===== config.mk =====
export PLATFORM = sky130hd
export DESIGN_NAME = mem_access_ctrl
export DESIGN_NICKNAME = d
export VERILOG_FILES = /design/src/rtl/mem_ctrl_pkg.sv /design/src/rtl/mem_rd_latency_pipe.sv /design/src/rtl/mem_access_ctrl.sv
export SDC_FILE = /design/constraint.sdc
export NUM_CORES = 1
export LEC_CHECK = 0
export CORE_ASPECT_RATIO = 2
export CORE_UTILIZATION = 24
export CTS_CLUSTER_DIAMETER = 150
export CTS_CLUSTER_SIZE = 25
export DETAILED_ROUTE_END_ITERATION = 16
export HOLD_SLACK_MARGIN = 0.08
export PLACE_DENSITY_LB_ADDON = 0.08
export SLEW_MARGIN = 15
export SYNTH_ARGS = -nofsm -noshare
export SYNTH_HDL_FRONTEND = slang
export SYNTH_HIERARCHICAL = 1
export SYNTH_SLANG_ARGS = --single-unit

===== constraint.sdc =====
create_clock -name clk -period 1.82 [get_ports clk]
set_input_delay 0.364 -clock clk [delete_from_list [all_inputs] [get_ports clk]]
set_output_delay 0.364 -clock clk [all_outputs]
set_load 0.05 [all_outputs]

===== src/rtl/mem_ctrl_pkg.sv =====
// rtl/mem_ctrl_pkg.sv - shared state encoding and memory op codes for mem_access_ctrl
package mem_ctrl_pkg;

  typedef enum logic [2:0] {
    IDLE,
    WRITE,
    VERIFY,
    RD_ISSUE,
    RD_WAIT,
    RESP
  } state_t;

  localparam logic MEM_OP_READ  = 1'b0;
  localparam logic MEM_OP_WRITE = 1'b1;

endpackage


===== src/rtl/mem_rd_latency_pipe.sv =====
// rtl/mem_rd_latency_pipe.sv - delays the read-issue strobe by LATENCY cycles so it marks
// the cycle in which mem_data_out holds the read word (LATENCY=0 is a passthrough)
module mem_rd_latency_pipe #(
  parameter int unsigned LATENCY = 1
) (
  input  logic clk,
  input  logic rst,
  input  logic strobe_i,
  output logic strobe_o
);

  if (LATENCY == 0) begin : g_pass
    assign strobe_o = strobe_i;
  end else begin : g_shift
    logic [LATENCY-1:0] shift_q;

    always_ff @(posedge clk) begin
      if (rst) begin
        shift_q <= '0;
      end else begin
        shift_q <= (shift_q << 1) | LATENCY'(strobe_i);
      end
    end

    assign strobe_o = shift_q[LATENCY-1];
  end

endmodule


===== src/rtl/mem_access_ctrl.sv =====
// rtl/mem_access_ctrl.sv - request/response front end driving memory_unit cycles: single writes,
// wrapping read bursts; optional write readback check under MEM_ACCESS_CTRL_VERIFY_EN
module mem_access_ctrl
  import mem_ctrl_pkg::*;
#(
  parameter int unsigned AW           = 3,
  parameter int unsigned DW           = 8,
  parameter int unsigned READ_LATENCY = 1
) (
  input  logic          clk,
  input  logic          rst,
  input  logic          req_valid,
  output logic          req_ready,
  input  logic          req_write,
  input  logic [AW-1:0] req_addr,
  input  logic [AW-1:0] req_len,
  input  logic [DW-1:0] req_wdata,
  output logic          resp_valid,
  input  logic          resp_ready,
  output logic [DW-1:0] resp_data,
  output logic          resp_last,
  output logic          verify_err,
  output logic          mem_select,
  output logic          mem_op,
  output logic [AW-1:0] mem_addr,
  output logic [DW-1:0] mem_data_in,
  input  logic [DW-1:0] mem_data_out
);

  state_t        state_q, state_d;
  logic [AW-1:0] addr_q, addr_d, len_q, len_d, beat_q, beat_d;
  logic          mem_select_q, mem_select_d, mem_op_q, mem_op_d;
  logic [AW-1:0] mem_addr_q, mem_addr_d;
  logic [DW-1:0] mem_data_in_q, mem_data_in_d;
  logic          resp_valid_q, resp_valid_d, resp_last_q, resp_last_d;
  logic [DW-1:0] resp_data_q, resp_data_d;
  logic          rd_issued, cap;
`ifdef MEM_ACCESS_CTRL_VERIFY_EN
  logic [DW-1:0] wdata_q;
  logic          verify_err_q, verify_err_d;
`endif

  assign rd_issued = mem_select_q && (mem_op_q == MEM_OP_READ);

  mem_rd_latency_pipe #(.LATENCY(READ_LATENCY)) u_lat_pipe (
    .clk      (clk),
    .rst      (rst),
    .strobe_i (rd_issued),
    .strobe_o (cap)
  );

  always_comb begin
    state_d      = state_q;
    addr_d       = addr_q;
    len_d        = len_q;
    beat_d       = beat_q;
    mem_select_d = 1'b0;
    mem_op_d     = MEM_OP_READ;
    resp_valid_d = resp_valid_q;
    resp_data_d  = resp_data_q;
    resp_last_d  = resp_last_q;
`ifdef MEM_ACCESS_CTRL_VERIFY_EN
    verify_err_d = 1'b0;
`endif
    case (state_q)
      IDLE: if (req_valid) begin
        addr_d       = req_addr;
        len_d        = req_len;
        beat_d       = '0;
        mem_select_d = 1'b1;
        mem_op_d     = req_write ? MEM_OP_WRITE : MEM_OP_READ;
        state_d      = req_write ? WRITE : RD_ISSUE;
      end
      WRITE: begin
`ifdef MEM_ACCESS_CTRL_VERIFY_EN
        mem_select_d = 1'b1;
        state_d      = VERIFY;
`else
        state_d      = IDLE;
`endif
      end
`ifdef MEM_ACCESS_CTRL_VERIFY_EN
      VERIFY: if (cap) begin
        verify_err_d = (mem_data_out != wdata_q);
        state_d      = IDLE;
      end
`endif
      RD_ISSUE, RD_WAIT: begin
        if (cap) begin
          resp_valid_d = 1'b1;
          resp_data_d  = mem_data_out;
          resp_last_d  = (beat_q == len_q);
          state_d      = RESP;
        end else begin
          state_d = RD_WAIT;
        end
      end
      RESP: if (resp_ready) begin
        resp_valid_d = 1'b0;
        resp_last_d  = 1'b0;
        if (beat_q == len_q) begin
          state_d = IDLE;
        end else begin
          addr_d       = addr_q + AW'(1);
          beat_d       = beat_q + AW'(1);
          mem_select_d = 1'b1;
          state_d      = RD_ISSUE;
        end
      end
      default: state_d = IDLE;
    endcase
    // Address/data lines are driven only while selected so the bus idles at zero.
    mem_addr_d    = mem_select_d ? addr_d : '0;
    mem_data_in_d = (mem_select_d && mem_op_d == MEM_OP_WRITE) ? req_wdata : '0;
  end

  always_ff @(posedge clk) begin
    if (rst) begin
      state_q       <= IDLE;
      addr_q        <= '0;
      len_q         <= '0;
      beat_q        <= '0;
      mem_select_q  <= 1'b0;
      mem_op_q      <= 1'b0;
      mem_addr_q    <= '0;
      mem_data_in_q <= '0;
      resp_valid_q  <= 1'b0;
      resp_data_q   <= '0;
      resp_last_q   <= 1'b0;
    end else begin
      state_q       <= state_d;
      addr_q        <= addr_d;
      len_q         <= len_d;
      beat_q        <= beat_d;
      mem_select_q  <= mem_select_d;
      mem_op_q      <= mem_op_d;
      mem_addr_q    <= mem_addr_d;
      mem_data_in_q <= mem_data_in_d;
      resp_valid_q  <= resp_valid_d;
      resp_data_q   <= resp_data_d;
      resp_last_q   <= resp_last_d;
    end
  end

`ifdef MEM_ACCESS_CTRL_VERIFY_EN
  always_ff @(posedge clk) begin
    if (rst) begin
      wdata_q      <= '0;
      verify_err_q <= 1'b0;
    end else begin
      if (state_q == IDLE && req_valid) wdata_q <= req_wdata;
      verify_err_q <= verify_err_d;
    end
  end
  assign verify_err = verify_err_q;
`else
  assign verify_err = 1'b0;
`endif

  assign req_ready   = (state_q == IDLE) && !rst;
  assign mem_select  = mem_select_q;
  assign mem_op      = mem_op_q;
  assign mem_addr    = mem_addr_q;
  assign mem_data_in = mem_data_in_q;
  assign resp_valid  = resp_valid_q;
  assign resp_data   = resp_data_q;
  assign resp_last   = resp_last_q;

endmodule


Word level (Yosys, flattened, before mapping)
Cells that the tools add are included.

storage, ports and cells
  word-level logic and storage cells = 66
  input bits = 27
  flip-flop bits (word level) = 36

operators by class
  bitwise operators = 3
  add/sub/neg operators = 2
  reduce and logical (&&, ||, !) cells = 15
  muxes and demuxes = 26
  eq/ne operators = 8

operators with widths
  kind                 count
  $mux 3               8
  $pmux 3 s2           2
  $mux 1               10
  $pmux 3 s3           1
  $add 3x1->3 const B  2
  $eq 3x3->1 const B   2
  $ne 2x2->1 const B   3
  $pmux 1 s2           3
  $reduce_and 2->1     3
  $reduce_or 2->1      3
  $mux 2               2
  $reduce_and 4->1     1
  $reduce_bool 2->1    2
  $eq 3x2->1 const B   1
  $eq 3x3->1           1
  $logic_and 1x1->1    3
  $logic_not 3->1      1
  $not 1->1            3
  $reduce_and 3->1     1
  $ne 2x1->1 const B   1
  $logic_not 1->1      1

Logic depth before layout (Yosys ltp)
  depth after elaboration = 7
  gate-level depth with buffers = 6
  depth with buffers taken out = 5

Modules after synthesis
The synthesis kept the hierarchy.

by module, submodules not included
  module               cells each  area each (um^2)  times used
  mem_access_ctrl      155         1465.2            1
  mem_rd_latency_pipe  2           33.8              1

Worst setup path after synthesis
No wires, ideal clock.

  kind = register -> output
  from = register state_q[2]
  to = output req_ready
  data arrival time = 2035 ps
  slack = -579 ps
  cell stages (with the launch flop) = 3
  cell sequence = dfxtp_1 buf_2 nor4_1

on the way
  word-level cells in the longest chain between the ends = 2

ends and longest elaborated chain
  element                 RTL line                RTL
  from (decl)             mem_access_ctrl.sv:30   state_t state_q, state_d;
  from (signal assigned)  mem_access_ctrl.sv:131  state_q <= state_d;
  $logic_not 3->1         mem_access_ctrl.sv:160  assign req_ready = (state_q == IDLE) && !rst;
  $logic_and 1x1->1       mem_access_ctrl.sv:160
  to (decl)               mem_access_ctrl.sv:13   output logic req_ready,

No other way between the ends.

Final worst setup path
  from = register state_q[0]
  to = output req_ready

Same word-level chain as after synthesis.

==> key figures <==
Drt
  • Initial DRC Count: 12
  • Routed WL: 4.02 mm
  • Antenna-violating nets left: 0
  • Via/cell ratio: 4.68
  • DRT Pass-1 Iters: 10
  • Vias: 1315
  • Met2 wire len: 2.35 mm
  • Top Layer Used: met4
  • Final routed DRC violation total: 2
  • Drt wl/cell: 14.3 µm
  • WL met1: 1.33 mm
  • Met3 WL: 233 µm

Floorplan
  • Overall die height: 114 µm
  • I/O pin count: 52
  • Core area: 0.00601 mm²
  • Die width: 57.9 µm
  • Rows: 40
  • Die Footprint: 0.00658 mm²
  • Initial Util: 25.0%

Critical path
  • Crit path DAT: 1.35 ns
  • Type of the worst setup path: reg2out
  • Crit path max fanout: 13
  • Kind of end point of the critical path: output pin
  • Required time of the critical path: 1.46 ns
  • Startpoint Class: flip-flop

STA
  • RSZ-0062 raised after global routing: no
  • Fmax: 584 MHz
  • Final setup viols: 0
  • Worst rel slew slack: 66.0%
  • Final Hold Vio Count: 0
  • Period utilisation layout: 94.1%
  • Slew Viols, Final: 0
  • Slew @ Worst Pin: 0.506 ns
  • Final Skew: 0.00384 ns
  • Tmin final: 1.71 ns

Clock tree
  • CTS tree: yes
  • Register clock-pin slew on the reported worst setup and hold paths: 0.05 ns
  • Num Clock Sinks: 36
  • Clk root buf: clkbuf_16
  • Clock Latency Late Sink: 0.28 ns
  • H-tree depth: 2
  • Num CTS Buffers: 5
  • Maximum root-to-sink buffer count: 2
  • Postcts setup bufs: 0

Pwr
  • Pwr Total: 0.00198 W
  • PwrDens: 880 mW/mm²
  • Pleak: 0.979 nW
  • Maximum vdd drop: 0.000613 V

Logic synthesis
  • Number of synthesized flops with an enable pin: 0
  • Synthesized Nets: 186
  • Yosys warns: 6
  • Mux contribution to synthesized area: 6.01%
  • Synth unique cells: 42
  • Compound-cell area share of the yosys netlist: 12.4%
  • Synth Cell Area: 0.00150 mm²
  • Dominant synthesized flop cell: dfxtp_1
  • Adder-cell share of the synthesized area: 1.67%
  • Mapped Avg Cell Area: 9.55 µm²
  • XOR/XNOR Fraction of Synth Area: 4.67%
  • Post-synthesis sequential area ratio: 48.1%
  • Main combinational cell family by area after synthesis: simple AND/OR/NAND/NOR gates
  • Seq cells post-synth: 36
  • Post-synth ARST share: 0%
  • Post-Synth Simple-Gate Area: 22.5%
  • Post-synthesis cell count: 157

Cells and area
  • Final Non-Filler Cells: 281
  • Fill count: 647
  • Area Overhead vs Synth: 50.0%
  • Reg area: 721 µm²
  • Share of layout cells above drive strength 1: 22.5%
  • Fin nets: 247
  • Commonest cells after routing, fill and taps aside: dfxtp_1 (36), buf_4 (36), clkdlybuf4s50_1 (26), nor2_1 (15)
  • Area occupied by multi-input gates: 731 µm²
  • ANT cells: 0

Placement
  • Routability Congestion: 0.749
  • Dpl hpwl: 3.09 mm
  • DP Cell Count: 274
  • IO Port Bufs: 50

Status
  • Outcome: complete, but fails checks
  • Failing checks: design-rule violations

Global route
  • First-pass GRT wire length: 6.58 mm
  • Total GRT Usage: 13.7%
  • Antenna violations before repair: 0
  • Largest net degree at the start of global routing: 17
  • Vias in the first global route: 1415
  • Grt ovf: 0

Flow run
  • Max cap viols: 0

Hold path
  • Worst Hold Class: reg2reg
==> layer usage <==
metal,GRT usage [%],up-vias
li1,-,663
met1,12.2,604
met2,25.0,40
met3,4.65,8
met4,8.73,0
met5,0,-
==> per-stage QoR <==
stage          cell area, µm²  setup slack (ns)  hold WS (ns)  TNS (ns)  util (%)
2_1_floorplan            1510             0.303         0.428         0         -
3_3_place_gp             2090           -0.0905         0.458    -0.790      34.8
3_5_place_dp             2090            -0.107         0.467    -0.926      34.8
4_1_cts                  2240             0.100         0.475         0      37.4
5_1_grt                  2250            0.0303         0.515         0      37.4
6_report                 2250             0.108         0.473         0      37.4
==> cell families after synthesis <==
group                    Yosys count
AND/OR/NAND/NOR                   59
XOR/XNOR                           8
multiplexers                       9
flip-flops                        36
other                              1
buffers and inverters             13
adder cells (fa/ha/maj)            2
AO/OA/AOI/OAI                     29
==> what timing repair did <==
item,CTS,global route
hold endpoints to repair,0,0
hold buffers,0,0
setup endpoints to repair,0,1
gates resized for setup,0,1
==> synthesized netlist by cell type, drive strengths merged (3+ instances only) <==
master	n	area (µm²)
dfxtp	36	721
nor2	15	56.3
a21oi	11	55.1
nand2	11	41.3
mux2i	9	90.1
and2	8	50.1
buf	6	41.3
nor3	5	25.0
inv	4	15.0
nand2b	4	32.5
nand3	4	20.0
xnor2	4	35.0
xor2	4	35.0
a31oi	3	18.8
clkbuf	3	11.3
nor2b	3	26.3
==> power breakdown <==
group / total [W] / switching [W] / internal, W
sequential: 0.000837 / 0.0000239 / 0.000813
clock: 0.000875 / 0.000301 / 0.000574
combinational: 0.000267 / 0.000135 / 0.000132
==> registers in the layout, indices dropped and copies added (netlist names), 3 cells and up <==
register and cells:
addr_q 3, beat_q 3, len_q 3, mem_addr 3, mem_data_in 8, resp_data 8, state_q 3
==> worst max-delay path: stages, from the launching register on <==
cell     delay [ns]
dfxtp_1        0.43
buf_4          0.21
nor4_4         0.25
buf_12         0.18
==> area by class of cell <==
class | instances | share of cell area [%]
Multi-Input combinational cell | 108 | 32.5
Sequential cell | 36 | 32.1
Timing Repair Buffer | 63 | 24.5
Clock buffer | 7 | 6.79
Tap cell | 63 | 3.51
Inverter | 4 | 0.668
==> worst paths after layout <==
check | startpoint | endpoint | slack (ns) | cells past startpoint
max | state_q[0] | req_ready | 0.11 | 3
min | addr_q[1] | addr_q[1] | 0.47 | 2
max reg2reg | state_q[2] | resp_last | 0.19 | 6
min reg2reg | addr_q[1] | addr_q[1] | 0.47 | 2
(Power assumes the default switching activity.)
